<file path="src/rtl/psram_mem_bridge_pkg.sv">
// psram_mem_bridge_pkg
// Shared types for the core data-memory to psram bridge:
//   ram_mask_e     - access size carried on req_size (byte/half/word)
//   bridge_state_e - bridge FSM states
// Helpers:
//   norm_size      - maps the unused size code onto a word access
//   is_misaligned  - natural-alignment check for a given size
package psram_mem_bridge_pkg;

  typedef enum logic [1:0] {
    MASK_BYTE = 2'b00,
    MASK_HALF = 2'b01,
    MASK_WORD = 2'b10
  } ram_mask_e;

  typedef enum logic [2:0] {
    ST_IDLE,
    ST_ISSUE_LO,
    ST_WAIT_LO,
    ST_ISSUE_HI,
    ST_WAIT_HI,
    ST_DONE
  } bridge_state_e;

  // Size code 2'b11 is not produced by the core; treating it as a word keeps
  // the alignment check, transaction count and rdata assembly consistent.
  function automatic ram_mask_e norm_size(input logic [1:0] size);
    if (size == 2'b11) return MASK_WORD;
    return ram_mask_e'(size);
  endfunction

  function automatic logic is_misaligned(input ram_mask_e size, input logic [1:0] addr_lo);
    case (size)
      MASK_WORD: return (addr_lo != 2'b00);
      MASK_HALF: return addr_lo[0];
      default:   return 1'b0;
    endcase
  endfunction

endpackage

</file>
<file path="src/rtl/psram_mem_bridge_lane_pack.sv">
// psram_lane_pack
// Combinational byte-lane steering between the 32-bit core port and the
// 16-bit psram data path.
//   size_i       access size
//   addr0_i      byte address bit 0
//   phase_hi_i   1 while issuing the upper half of a word
//   wdata_i      store data, LSB-aligned
//   lo16_i/hi16_i  read halves (lower/upper psram word)
//   data_o       psram write data
//   we_high_o/we_low_o  psram lane enables
//   rdata_o      zero-extended load data
module psram_lane_pack
  import psram_mem_bridge_pkg::*;
(
  input  ram_mask_e   size_i,
  input  logic        addr0_i,
  input  logic        phase_hi_i,
  input  logic [31:0] wdata_i,
  input  logic [15:0] lo16_i,
  input  logic [15:0] hi16_i,
  output logic [15:0] data_o,
  output logic        we_high_o,
  output logic        we_low_o,
  output logic [31:0] rdata_o
);

  always_comb begin
    data_o    = wdata_i[15:0];
    we_high_o = 1'b1;
    we_low_o  = 1'b1;
    if (phase_hi_i) begin
      data_o = wdata_i[31:16];
    end else if (size_i == MASK_BYTE) begin
      // Byte replicated on both lanes so the enabled lane always carries it.
      data_o    = {wdata_i[7:0], wdata_i[7:0]};
      we_high_o = addr0_i;
      we_low_o  = ~addr0_i;
    end
  end

  always_comb begin
    case (size_i)
      MASK_BYTE: rdata_o = {24'b0, (addr0_i ? lo16_i[15:8] : lo16_i[7:0])};
      MASK_HALF: rdata_o = {16'b0, lo16_i};
      default:   rdata_o = {hi16_i, lo16_i};
    endcase
  end

endmodule

</file>
<file path="src/rtl/psram_mem_bridge.sv">
// psram_mem_bridge
// Responder on the core data-memory port. Each load/store is split into one
// (byte/half) or two (word) 16-bit psram transactions; the core is stalled
// until the access finishes, then rsp_valid_o pulses for one cycle.
//
// state     | meaning
// ----------+---------------------------------------------------------
// IDLE      | waiting for req_valid_i; misaligned requests go to DONE
// ISSUE_LO  | wait for !ps_busy_i, pulse command for the lower half
// WAIT_LO   | wait for read data / write completion, with timeout
// ISSUE_HI  | word only: command for the upper half (address + 1)
// WAIT_HI   | word only: wait for upper half, with timeout
// DONE      | rsp_valid_o high for one cycle, stall released
//
// Ports:
//   clk, reset_n                   clock, async active-low reset
//   req_*_i                        core request (held while stall_o=1)
//   stall_o                        combinational core stall
//   rsp_valid_o/rsp_rdata_o/rsp_err_o  registered completion
//   bank_sel_o                     constant BANK
//   ps_*_o / ps_*_i                psram controller command interface
module psram_mem_bridge
  import psram_mem_bridge_pkg::*;
#(
  parameter int unsigned ADDR_BITS      = 23,
  parameter int unsigned TIMEOUT_CYCLES = 1024,
  parameter logic        BANK           = 1'b0
) (
  input  logic        clk,
  input  logic        reset_n,
  input  logic        req_valid_i,
  input  logic        req_we_i,
  input  logic [31:0] req_addr_i,
  input  logic [31:0] req_wdata_i,
  input  logic [1:0]  req_size_i,
  output logic        stall_o,
  output logic        rsp_valid_o,
  output logic [31:0] rsp_rdata_o,
  output logic        rsp_err_o,
  output logic        bank_sel_o,
  output logic [21:0] ps_addr_o,
  output logic        ps_write_en_o,
  output logic [15:0] ps_data_in_o,
  output logic        ps_write_high_byte_o,
  output logic        ps_write_low_byte_o,
  output logic        ps_read_en_o,
  input  logic        ps_read_avail_i,
  input  logic [15:0] ps_data_out_i,
  input  logic        ps_busy_i
);

  localparam int unsigned CW = $clog2(TIMEOUT_CYCLES + 1);

  bridge_state_e          state_q;
  logic                   we_q;
  logic [ADDR_BITS-1:0]   addr_q;
  logic [31:0]            wdata_q;
  ram_mask_e              size_q;
  logic [15:0]            lo16_q;
  logic [15:0]            hi16_q;
  logic [CW-1:0]          tmo_cnt_q;

  logic                   ps_write_en_q;
  logic                   ps_read_en_q;
  logic [21:0]            ps_addr_q;
  logic [15:0]            ps_data_in_q;
  logic                   ps_whb_q;
  logic                   ps_wlb_q;
  logic                   rsp_valid_q;
  logic [31:0]            rsp_rdata_q;
  logic                   rsp_err_q;

  logic [21:0]            base_addr;
  logic                   phase_hi;
  logic [15:0]            lo16_d;
  logic [15:0]            hi16_d;
  logic [15:0]            pack_data;
  logic                   pack_whb;
  logic                   pack_wlb;
  logic [31:0]            pack_rdata;
  logic                   xfer_done;
  ram_mask_e              req_size_n;

  generate
    if (ADDR_BITS < 32) begin : g_addr_unused
      logic unused_addr_hi;
      assign unused_addr_hi = ^req_addr_i[31:ADDR_BITS];
    end
  endgenerate

  assign base_addr  = 22'(addr_q[ADDR_BITS-1:1]);
  assign phase_hi   = (state_q == ST_ISSUE_HI);
  assign req_size_n = norm_size(req_size_i);

  // Present the half being captured this cycle so rdata is correct on the
  // same edge that enters DONE.
  assign lo16_d = (state_q == ST_WAIT_LO) ? ps_data_out_i : lo16_q;
  assign hi16_d = (state_q == ST_WAIT_HI) ? ps_data_out_i : hi16_q;

  // A write is complete once the controller is idle in the cycle after the
  // command was registered; a read completes on its data strobe.
  assign xfer_done = we_q ? ~ps_busy_i : ps_read_avail_i;

  psram_lane_pack u_lane_pack (
    .size_i     (size_q),
    .addr0_i    (addr_q[0]),
    .phase_hi_i (phase_hi),
    .wdata_i    (wdata_q),
    .lo16_i     (lo16_d),
    .hi16_i     (hi16_d),
    .data_o     (pack_data),
    .we_high_o  (pack_whb),
    .we_low_o   (pack_wlb),
    .rdata_o    (pack_rdata)
  );

  always_ff @(posedge clk or negedge reset_n) begin
    if (!reset_n) begin
      state_q       <= ST_IDLE;
      we_q          <= 1'b0;
      addr_q        <= '0;
      wdata_q       <= '0;
      size_q        <= MASK_BYTE;
      lo16_q        <= '0;
      hi16_q        <= '0;
      tmo_cnt_q     <= '0;
      ps_write_en_q <= 1'b0;
      ps_read_en_q  <= 1'b0;
      ps_addr_q     <= '0;
      ps_data_in_q  <= '0;
      ps_whb_q      <= 1'b0;
      ps_wlb_q      <= 1'b0;
      rsp_valid_q   <= 1'b0;
      rsp_rdata_q   <= '0;
      rsp_err_q     <= 1'b0;
    end else begin
      ps_write_en_q <= 1'b0;
      ps_read_en_q  <= 1'b0;
      rsp_valid_q   <= 1'b0;
      case (state_q)
        ST_IDLE: begin
          if (req_valid_i) begin
            we_q    <= req_we_i;
            addr_q  <= req_addr_i[ADDR_BITS-1:0];
            wdata_q <= req_wdata_i;
            size_q  <= req_size_n;
            lo16_q  <= '0;
            hi16_q  <= '0;
            if (is_misaligned(req_size_n, req_addr_i[1:0])) begin
              state_q     <= ST_DONE;
              rsp_valid_q <= 1'b1;
              rsp_err_q   <= 1'b1;
              rsp_rdata_q <= '0;
            end else begin
              state_q <= ST_ISSUE_LO;
            end
          end
        end
        ST_ISSUE_LO, ST_ISSUE_HI: begin
          if (!ps_busy_i) begin
            ps_addr_q     <= phase_hi ? (base_addr + 22'd1) : base_addr;
            ps_data_in_q  <= pack_data;
            ps_whb_q      <= pack_whb;
            ps_wlb_q      <= pack_wlb;
            ps_write_en_q <= we_q;
            ps_read_en_q  <= ~we_q;
            tmo_cnt_q     <= '0;
            state_q       <= phase_hi ? ST_WAIT_HI : ST_WAIT_LO;
          end
        end
        ST_WAIT_LO, ST_WAIT_HI: begin
          if (xfer_done) begin
            if (!we_q) begin
              if (state_q == ST_WAIT_LO) lo16_q <= ps_data_out_i;
              else                       hi16_q <= ps_data_out_i;
            end
            if (state_q == ST_WAIT_LO && size_q == MASK_WORD) begin
              state_q <= ST_ISSUE_HI;
            end else begin
              state_q     <= ST_DONE;
              rsp_valid_q <= 1'b1;
              rsp_err_q   <= 1'b0;
              rsp_rdata_q <= we_q ? 32'h0 : pack_rdata;
            end
          end else if (tmo_cnt_q == CW'(TIMEOUT_CYCLES - 1)) begin
            // Abort straight to DONE; a lower-half timeout skips the upper half.
            state_q     <= ST_DONE;
            rsp_valid_q <= 1'b1;
            rsp_err_q   <= 1'b1;
            rsp_rdata_q <= '0;
          end else begin
            tmo_cnt_q <= tmo_cnt_q + CW'(1);
          end
        end
        ST_DONE: state_q <= ST_IDLE;
        default: state_q <= ST_IDLE;
      endcase
    end
  end

  // Gated by reset_n so the core sees no stall while the bridge is held in reset.
  assign stall_o = reset_n &
                   (((state_q == ST_IDLE) & req_valid_i) |
                    ((state_q != ST_IDLE) & (state_q != ST_DONE)));

  assign bank_sel_o           = BANK;
  assign rsp_valid_o          = rsp_valid_q;
  assign rsp_rdata_o          = rsp_rdata_q;
  assign rsp_err_o            = rsp_err_q;
  assign ps_addr_o            = ps_addr_q;
  assign ps_write_en_o        = ps_write_en_q;
  assign ps_data_in_o         = ps_data_in_q;
  assign ps_write_high_byte_o = ps_whb_q;
  assign ps_write_low_byte_o  = ps_wlb_q;
  assign ps_read_en_o         = ps_read_en_q;

endmodule

</file>
<file path="config.mk">
export PLATFORM = sky130hd
export DESIGN_NAME = psram_mem_bridge
export DESIGN_NICKNAME = d
export VERILOG_FILES = /design/src/rtl/psram_mem_bridge_pkg.sv /design/src/rtl/psram_mem_bridge_lane_pack.sv /design/src/rtl/psram_mem_bridge.sv
export SDC_FILE = /design/constraint.sdc
export NUM_CORES = 1
export LEC_CHECK = 0
export ABC_CLOCK_PERIOD_IN_PS = 2500
export CORE_MARGIN = 10
export CORE_UTILIZATION = 50
export CTS_CLUSTER_DIAMETER = 40
export DETAILED_ROUTE_END_ITERATION = 12
export PLACE_DENSITY = 0.76
export RECOVER_POWER = 25
export SYNTH_ARGS = -nofsm -noshare
export SYNTH_HDL_FRONTEND = slang
export SYNTH_HIERARCHICAL = 1
export SYNTH_SLANG_ARGS = --single-unit
export TNS_END_PERCENT = 30
</file>
<file path="constraint.sdc">
create_clock -name clk -period 2.5 [get_ports clk]
set_input_delay 0.25 -clock clk [delete_from_list [all_inputs] [get_ports clk]]
set_output_delay 0.25 -clock clk [all_outputs]
set_load 0.005 [all_outputs]
</file>
==> impl_results.md <==
* Status: finished with violations
* Failing checks: capacitance limit, slew limit
* Global-route met3 utilization at 7.43%
* Leakage Power at 4.71 nW
* Layout Cells excl Fill at 1133
* Number of fill cells in the layout at 1303
* Clock latency on the worst-skew pair at 0.44 ns
* Reg2Reg Setup Slack at 0.32 ns
* Final Hold Fails at 0
* Power per Cell Area at 1140 nW/um^2
* Cell variety after synth at 56
* Max-slew violation count at 119
* Worst slew margin at -7.91%
* Max-cap violations at 1
* Final ANT Viol Nets at 0
* H-tree levels at 4
* Post-CTS Resized at 0
* Buffers added on ports at 155
* Row count at 47
* Setup CP Type: reg -> out
* Final Skew at 0.0116 ns
* Area of the multi-input gates at 3600 um^2
* Fmax at 0.439 GHz
* Worst-path clk slew at 0.07 ns
* Period utilization at 91.2%
* Initial antenna violation count at 1
* First-pass GRT wire length at 33.7 mm
* Starting Density at 50.8%
* Vias in the first global route at 6255
* Post-Syn Nets at 841
* Die W at 149 um
* Post-synth EDFFs at 0
* Routability cong. at 0.813
* RSZ-0062 raised after global routing: false
* Initial DRC count at 381
* Full die area at 22300 um^2
* Post-route core utilization at 65.5%
* Total track usage at 19.1%
* Proportion of layout cells with a drive suffix above 1 at 18.6%
* Crit path time final at 2.28 ns
* DRT Wirelength at 21.1 mm
* TritonCTS Sinks at 180
* # DRC at 0
* CTS tree: yes
* Cell Area, Synth at 8370 um^2
* Mapped Cells at 751
* CTS Root Cell: clkbuf_16
* Post-CTS setup buffers at 0
* Post-placement cell count at 1100
* Sequence of cells on the critical path: nor3_1 -> a21oi_1 -> o21a_1 -> clkdlybuf4s50_1
* Ys async rst share at 100%
* Crit end category: output pin
* Sequential area share after synthesis at 53.8%
* Core Region at 16500 um^2
* Hold bufs inserted after CTS at 1
* Crit path max-delay family: flip-flops
* Area growth syn-to-layout at 28.9%
* Largest net degree at the start of global routing at 119
* M1 GR Usage at 23.7%
* Synth Area per Inst at 11.1 um^2
* Final setup vio count at 0
* DP HPWL at 14.4 mm
* Register area at 4500 um^2
* CTS buffer count at 17
* Dominant synthesized flop cell: dfrtp_1
* Worst path slowest cell: dfrtp_1
* GR Util met2 at 30.4%
* Max incr delay on CP at 0.68 ns
* Via/cell ratio at 5.50
* Most used routing layer: met2
* WP buf/inv at 1
* Max Root-Sink Buffers at 2
* Worst Hold Class: in -> reg
* Synth warn at 6
* Fin Setup TNS at 0 ns
* Via count at 6235
* Number of inserted diodes at 0
* Critical path arrival at 2.03 ns
* Least-Margin Pin Slew at 1.62 ns
* Startpoint types: flop
* Avg WL per Cell at 18.6 um
* Peak supply drop at 0.740 mV
* Synthesized flop and latch total at 180
* Ports at 166
* Critical path required time at 2.25 ns
* CP Max Fanout at 15
* Die Height at 149 um
* First-pass DRT Iterations at 5
* Grt ovf at 0
* Final nets at 990
==> registers in the layout (all words and copies together), names as in the netlist <==
name,count
state_q,3
rsp_rdata_o,32
rsp_err_o,1
ps_data_in_o,16
we_q,1
size_q,2
hi16_q,16
ps_read_en_o,1
lo16_q,16
addr_q,23
ps_write_low_byte_o,1
ps_write_high_byte_o,1
tmo_cnt_q,11
rsp_valid_o,1
ps_write_en_o,1
ps_addr_o,22
wdata_q,32
==> final cells by class <==
class,count,area share (%)
inverter,17,0.591
tap,220,2.55
clock inverter,14,1.55
sequential,180,41.7
timing repair buffer,175,16.2
clock buffer,18,3.98
multi-input combinational,509,33.4
==> synth_stat cells (all sizes together), types with 2 or more instances <==
library cell	n	area, um^2
a21oi	11	55.1
a22o	48	420
a31oi	2	12.5
and2	18	113
and3	5	31.3
buf	20	114
clkbuf	25	95.1
dfrtp	180	4500
ha	2	25.0
inv	17	63.8
mux2	105	1180
mux2i	2	20.0
nand2	140	526
nand2b	2	12.5
nand3	13	65.1
nand3b	3	22.5
nand4	9	56.3
nor2	10	40.0
nor2b	11	68.8
nor3	8	60.1
nor4	3	25.0
o211ai	2	20.0
o21ai	47	235
o311ai	10	87.6
o41ai	2	17.5
or2	3	18.8
or3	4	25.0
or4	4	30.0
or4b	8	80.1
xnor2	8	70.1
xor2	15	131
==> cell usage in the layout (no fill, tap or decap), types with 4 or more instances in the layout <==
cell type        netlist  final
and3_1                 5      5
nor2_1                 9      9
xnor2_1                8      8
buf_12                 0      4
xor2_1                15     15
inv_1                 16     16
nor2b_1               11     11
buf_4                  1     14
dfrtp_1              180    180
o21ai_0               46     46
a22o_1                48     48
clkbuf_16              0     17
clkdlybuf4s50_1        0    154
and2_1                18     18
nor3_1                 4      4
nand2_1              140    140
or4_1                  4      4
a21oi_1               11     10
inv_6                  0      5
nand4_1                9      9
or4b_1                 8      8
mux2_2               105    105
o311ai_0               8      8
nand3_1               13     13
==> where the power goes <==
part / internal (W) / total (W) / switching (W)
Combinational: 0.00255 / 0.00471 / 0.00216
Clock: 0.00151 / 0.00273 / 0.00121
Sequential: 0.00402 / 0.00487 / 0.000851
Total: 0.00807 / 0.0123 / 0.00423
==> per-layer routing <==
metal / share of wire, % / wire length (um)
met3: 7.7 / 1620
met4: 1.2 / 262
met5: 0.057 / 12
met2: 49 / 10300
met1: 42 / 8940
==> final timing paths <==
path	startpoint	endpoint	cells after the start
max reg2reg	state_q[1]	rsp_rdata_o[18]	7
min	req_wdata_i[14]	wdata_q[14]	2
max in group asynchronous	reset_n	ps_data_in_o[15]	3
max	state_q[0]	stall_o	4
min reg2reg	hi16_q[13]	hi16_q[13]	2
min in group asynchronous	reset_n	addr_q[9]	3
==> logic make-up (layout without fill, tap and decap cells) <==
kind of cell	count (synthesis)	after routing	synth area share [%]
buffers and inverters	62	224	3.26
flip-flops	180	180	53.8
multiplexers	107	107	14.4
XOR/XNOR	23	23	2.41
other	1	1	0.0448
AND/OR/NAND/NOR	245	245	14.7
adder cells (fa/ha/maj)	2	2	0.299
AO/OA/AOI/OAI	131	131	11.0
==> worst register-to-register path: stages, from the launching register on <==
cell	delay, ns
dfrtp_1	0.51
buf_4	0.23
nor4b_4	0.35
a21boi_1	0.33
a21oi_1	0.12
nor3_4	0.18
buf_12	0.21
a22o_1	0.18
==> metrics by stage <==
stage / area [um^2] / power [W] / setup slack (ns) / hold WS (ns)
5_1_grt: 10800 / 0.0131 / 0.0821 / 0.405
6_report: 10800 / 0.0123 / 0.221 / 0.424
2_1_floorplan: 8370 / 0.00771 / 0.225 / -0.0456
4_1_cts: 10800 / 0.0124 / 0.194 / 0.407
3_3_place_gp: 10200 / 0.00948 / 0.302 / 0.432
3_5_place_dp: 10200 / 0.00963 / 0.292 / 0.432
No activity file was read; power rests on OpenSTA's default activity.
